`src/rtl/minterm_scanner_pkg.sv`:
```
// Shared types and sizes for the minterm scanner: FSM state encoding and
// the vector/count widths that the interface and the top module agree on.
package minterm_scanner_pkg;

  localparam int NUM_VEC = 32;
  localparam int VEC_W   = 5;
  localparam int CNT_W   = 6;

  typedef enum logic [1:0] {
    IDLE = 2'd0,
    HOLD = 2'd1,
    DONE = 2'd2
  } state_t;

endpackage

```
`src/rtl/minterm_scanner_if.sv`:
```
// Signal bundle between the scanner and whatever drives it and supplies y_in.
// start is a one-cycle request with no ready: it is taken only when the
// scanner is in IDLE or DONE and silently dropped while busy is high.
interface minterm_scanner_if;
  import minterm_scanner_pkg::*;

  logic               start;
  logic               target;
  logic               y_in;
  logic [VEC_W-1:0]   abcde_out;
  logic               busy;
  logic               done;
  logic [NUM_VEC-1:0] mask;
  logic [CNT_W-1:0]   count;
  logic               first_valid;
  logic [VEC_W-1:0]   first_idx;
  state_t             dbg_state;

  modport slave (
    input  start, target, y_in,
    output abcde_out, busy, done, mask, count, first_valid, first_idx, dbg_state
  );

  modport master (
    output start, target, y_in,
    input  abcde_out, busy, done, mask, count, first_valid, first_idx, dbg_state
  );

endinterface

```
`src/rtl/minterm_scanner.sv`:
```
// Walks all 32 input vectors of an external 5-input expression, holding each
// for SETTLE_CYCLES+1 cycles and recording which ones give y_in == target.
module minterm_scanner
  import minterm_scanner_pkg::*;
#(
  parameter int unsigned SETTLE_CYCLES = 2
) (
  input logic               clk,
  input logic               rst,
  minterm_scanner_if.slave  bus
);

  state_t             state;
  logic [VEC_W-1:0]   idx;
  logic [3:0]         hold_cnt;
  logic [NUM_VEC-1:0] mask;
  logic [CNT_W-1:0]   count;
  logic               first_valid;
  logic [VEC_W-1:0]   first_idx;
  logic               tgt;
  logic               busy;
  logic               done;
  logic               last_hold;
  logic               match;

  assign last_hold = (hold_cnt == 4'(SETTLE_CYCLES));
  assign match     = (bus.y_in == tgt);

  always_ff @(posedge clk) begin
    if (rst) begin
      state       <= IDLE;
      idx         <= '0;
      hold_cnt    <= '0;
      mask        <= '0;
      count       <= '0;
      first_valid <= 1'b0;
      first_idx   <= '0;
      tgt         <= 1'b0;
      busy        <= 1'b0;
      done        <= 1'b0;
    end else begin
      done <= 1'b0;
      case (state)
        IDLE, DONE: begin
          if (bus.start) begin
            state       <= HOLD;
            busy        <= 1'b1;
            idx         <= '0;
            hold_cnt    <= '0;
            mask        <= '0;
            count       <= '0;
            first_valid <= 1'b0;
            first_idx   <= '0;
            tgt         <= bus.target;
          end else begin
            state <= IDLE;
            busy  <= 1'b0;
          end
        end
        HOLD: begin
          if (last_hold) begin
            // y_in has had the full settle window on this vector; sample it.
            if (match) begin
              mask[idx] <= 1'b1;
              count     <= count + CNT_W'(1);
              if (!first_valid) begin
                first_valid <= 1'b1;
                first_idx   <= idx;
              end
            end
            if (idx == VEC_W'(NUM_VEC - 1)) begin
              // idx stays at 31 so the last vector remains on abcde_out.
              state <= DONE;
              busy  <= 1'b0;
              done  <= 1'b1;
            end else begin
              idx      <= idx + VEC_W'(1);
              hold_cnt <= '0;
            end
          end else begin
            hold_cnt <= hold_cnt + 4'd1;
          end
        end
        default: begin
          state <= IDLE;
          busy  <= 1'b0;
        end
      endcase
    end
  end

  assign bus.abcde_out   = idx;
  assign bus.busy        = busy;
  assign bus.done        = done;
  assign bus.mask        = mask;
  assign bus.count       = count;
  assign bus.first_valid = first_valid;
  assign bus.first_idx   = first_idx;
  assign bus.dbg_state   = state;

endmodule

```
`src/flat_wrapper.sv`:
```
// flat-port wrapper written by rule: the top's interface ports become plain ports
module minterm_scanner_flat import minterm_scanner_pkg::*;
#(
  parameter int unsigned SETTLE_CYCLES = 2
)
  (clk, rst, bus_start, bus_target, bus_y_in, bus_abcde_out, bus_busy, bus_done, bus_mask, bus_count, bus_first_valid, bus_first_idx, bus_dbg_state);
  minterm_scanner_if bus_i ();
  input logic clk;
  input logic rst;
  input wire logic [$bits(bus_i.start)-1:0] bus_start;
  input wire logic [$bits(bus_i.target)-1:0] bus_target;
  input wire logic [$bits(bus_i.y_in)-1:0] bus_y_in;
  output wire logic [$bits(bus_i.abcde_out)-1:0] bus_abcde_out;
  output wire logic [$bits(bus_i.busy)-1:0] bus_busy;
  output wire logic [$bits(bus_i.done)-1:0] bus_done;
  output wire logic [$bits(bus_i.mask)-1:0] bus_mask;
  output wire logic [$bits(bus_i.count)-1:0] bus_count;
  output wire logic [$bits(bus_i.first_valid)-1:0] bus_first_valid;
  output wire logic [$bits(bus_i.first_idx)-1:0] bus_first_idx;
  output wire logic [$bits(bus_i.dbg_state)-1:0] bus_dbg_state;
  assign bus_i.start = bus_start;
  assign bus_i.target = bus_target;
  assign bus_i.y_in = bus_y_in;
  assign bus_abcde_out = bus_i.abcde_out;
  assign bus_busy = bus_i.busy;
  assign bus_done = bus_i.done;
  assign bus_mask = bus_i.mask;
  assign bus_count = bus_i.count;
  assign bus_first_valid = bus_i.first_valid;
  assign bus_first_idx = bus_i.first_idx;
  assign bus_dbg_state = bus_i.dbg_state;
  minterm_scanner #(.SETTLE_CYCLES(SETTLE_CYCLES)) u_core (.clk(clk), .rst(rst), .bus(bus_i));
endmodule
```
`config.mk`:
```
export PLATFORM = sky130hd
export DESIGN_NAME = minterm_scanner_flat
export DESIGN_NICKNAME = d
export VERILOG_FILES = /design/src/rtl/minterm_scanner_pkg.sv /design/src/rtl/minterm_scanner_if.sv /design/src/rtl/minterm_scanner.sv /design/src/flat_wrapper.sv
export SDC_FILE = /design/constraint.sdc
export NUM_CORES = 1
export LEC_CHECK = 0
export CORE_AREA = 2 2 100 102
export CTS_CLUSTER_SIZE = 14
export DETAILED_ROUTE_END_ITERATION = 6
export DIE_AREA = 0 0 102 104
export GPL_TIMING_DRIVEN = 0
export SYNTH_ARGS = -nofsm -noshare
export SYNTH_HDL_FRONTEND = slang
export SYNTH_SLANG_ARGS = --single-unit
export TNS_END_PERCENT = 50
```
`constraint.sdc`:
```
create_clock -name clk -period 1.8 [get_ports clk]
set_input_delay 0.27 -clock clk [delete_from_list [all_inputs] [get_ports clk]]
set_output_delay 0.27 -clock clk [all_outputs]
set_load 0.02 [all_outputs]
```
==> impl_metrics.yaml, run 1 <==
die:
  num_rows: 36
  die_area_um2: 10600
  initial_core_util_pct: 24.2
  ios: 58
  core_area_um2: 9550
  die_x_um: 102
  die-height_um: 104
route:
  route.detailed.drc: 0
  ant_nets: 0
  top_layer_used: "met4"
  drt-met1-wl_mm: 3.09
  dr.pass1.iters: 4
  viasPerCell: 4.42
  routed-wl-met3_um: 236
  wire_per_inst_um: 13.4
  wl_met2_mm: 2.91
  drtIter0Drc: 107
  vias: 2104
  drt-total-wl_mm: 6.36
timing:
  worstMarginPinSlew_ns: 0.538
  fin_ws_ns: 0.0762
  slew_headroom_pct: 64.1
  period_needed_ns: 1.72
  finClkSkew_ns: 0.00520
  finalHoldViolCount: 0
  drv_slew: 0
  finalCritPeriodShare_pct: 95.8
  tns_ns: 0
  max_freq_mhz: 580
  finalSetupViolations: 0
yosys:
  syn_area_per_cell_um2: 8.88
  synth-seq-area-share_pct: 49.4
  synthTopCellsByCount: "dfxtp_1, nor2_1, a21oi_1, buf_2, nand2_1"
  async_flop_share_pct: 0
  synthCells: 260
  ys_types: 39
  ys_seq_elements: 57
  yosys_warnings: 0
  syn_area_um2: 2310
  yosysTopAreaCell: "dfxtp_1"
  synth_nets: 273
  ys.flop_type: "dfxtp_1"
  yosysMostFrequentCell: "dfxtp_1"
  synthTopCellsByArea: "dfxtp_1, a21oi_1, nor2_1"
  synthDominantCellAreaShare_pct: 49.4
  synth_edf_count: 0
place:
  portBuffers: 56
  dp_slack_ns: -0.193
  hpwlAfterDp_mm: 4.49
  dpl.cell_count: 449
  place.gp.congestion: 0.788
  placed_area_um2: 3050
critical_path:
  startpoint_type: "flop"
  critPathKind: "reg -> out"
  cp_max_fo: 6
  crit_arrival_ns: 1.45
  required_ns: 1.53
  end_kind: "output pin"
final_layout:
  layout.cells.non_filler: 476
  multiInputGateArea_um2: 1100
  drive_above_1_share_pct: 19.8
  fin_area_um2: 3420
  nFillCells: 1027
  finalNetCount: 351
  antennaDiodeCount: 0
  regArea_um2: 1160
  area_growth_pct: 48.2
power:
  p_leak_nw: 1.27
  ir_drop_mv: 0.276
  power.total_w: 0.00268
  p_per_area_nw_per_um2: 784
outcome:
  status: "completed"
clocking:
  clk_path_buf_depth: 2
  clk_latency_ns: 0.34
  cts_buffers: 9
  cts_tree: "yes"
  cts.sinks: 57
  cts_hold_buf: 0
  root_buffer: "clkbuf_8"
  htreeDepth: 3
  cts.clk_slew.worst_paths_ns: 0.07
grt:
  grt_max_degree: 15
  grt_pass1_wl_mm: 10.2
  gr-total-overflow: 0
  grt_pass1_vias: 2000
  grtUsageTotal_pct: 12.3
  antenna_found_initial: 0
min_path:
  hold_class: "in -> reg"
job:
  max-cap-violations: 0
==> final timing paths <==
check / from / endpoint / slack [ns] / cells past startpoint
max: u_core.bus.abcde_out[0] / bus_abcde_out[0] / 0.08 / 2
min: rst / u_core.tgt / 0.23 / 2
max reg2reg: u_core.hold_cnt[0] / u_core.bus.count[0] / 0.08 / 9
min reg2reg: u_core.bus.mask[21] / u_core.bus.mask[21] / 0.47 / 2
==> cell families after synthesis <==
family / count (synthesis) / synth area share, %
flops: 57 / 49.4
xor+xnor: 2 / 1.08
buf+inv: 22 / 5.20
fa+ha+maj: 8 / 4.33
simple gates: 103 / 23.8
compound gates: 66 / 15.3
mux: 2 / 0.867
==> per-stage QoR <==
stage	util (%)	hold slack, ns
after global routing	35.8	0.236
after floorplan	-	0.406
final	35.8	0.235
after detailed placement	32.0	0.459
after CTS	34.6	0.231
after global placement	32.0	0.452
==> repair_timing <==
item                                    4_1_cts  5_1_grt
buffers inserted                              4        9
hold endpoints to repair                      0        0
endpoints found under the setup margin        6       25
gates resized for setup                       5       17
pin swaps                                     2        2
==> state kept, by name, indices dropped and copies added, names as in the netlist <==
register                flops
u_core.tgt                  1
u_core.bus.done             1
u_core.bus.dbg_state        2
u_core.bus.abcde_out        5
u_core.hold_cnt             4
u_core.bus.count            6
u_core.bus.first_idx        5
u_core.bus.mask            32
u_core.bus.first_valid      1
==> critical path, stage by stage, from the launching register on <==
cell and delay, ns:
dfxtp_4 0.36, buf_4 0.15, clkdlybuf4s50_1 0.60
==> per-layer routing <==
layer | vias to the layer above | global-route usage [%]
li1 | 1058 | -
met1 | 993 | 16.5
met2 | 42 | 18.5
met3 | 11 | 3.70
met4 | 0 | 4.57
met5 | - | 0
==> power by group <==
part           total (W)  switching [W]  internal [W]
registers        0.00127     0.00000861       0.00126
logic           0.000150      0.0000907     0.0000598
clock network    0.00126       0.000540      0.000722
==> final cells by class <==
cell class	count	share of cell area, %
buffer	16	3.03
clock buffer	10	4.35
clock inverter	6	1.86
inverter	4	0.512
multi-input combinational	181	32.1
sequential	57	33.9
tap	133	4.86
timing repair buffer	69	19.3
==> placed cells by master, fill, tap and decap left out, types with 2 or more instances in the layout <==
| master | count |
|---|---|
| a21o_1 | 4 |
| a21oi_1 | 45 |
| a31oi_1 | 3 |
| and2_1 | 2 |
| and3_1 | 5 |
| and3_4 | 2 |
| and4_2 | 4 |
| buf_2 | 8 |
| buf_4 | 13 |
| buf_6 | 3 |
| clkbuf_2 | 3 |
| clkbuf_8 | 9 |
| clkdlybuf4s50_1 | 56 |
| clkinv_2 | 2 |
| clkinvlp_4 | 2 |
| dfxtp_1 | 50 |
| dfxtp_2 | 3 |
| dfxtp_4 | 4 |
| ha_1 | 5 |
| ha_4 | 3 |
| inv_1 | 3 |
| mux2i_1 | 2 |
| nand2_1 | 9 |
| nand2b_1 | 3 |
| nand3_1 | 7 |
| nand4_1 | 2 |
| nor2_1 | 47 |
| nor2b_1 | 2 |
| nor3_1 | 5 |
| nor3b_1 | 7 |
| o21ai_0 | 7 |
| o22ai_1 | 3 |
| or3_1 | 2 |
No activity file was read; power rests on OpenSTA's default activity.
==> inputs of run 2 (changes only) <==
--- a/config.mk
+++ b/config.mk
@@ -6,6 +6,7 @@
 export NUM_CORES = 1
 export LEC_CHECK = 0
 export CORE_AREA = 2 2 100 102
+export CTS_CLUSTER_DIAMETER = 40
 export CTS_CLUSTER_SIZE = 14
 export DETAILED_ROUTE_END_ITERATION = 6
 export DIE_AREA = 0 0 102 104
==> results of run 2 <==
Final layout, timing and power as in run 1 (identical DEF).
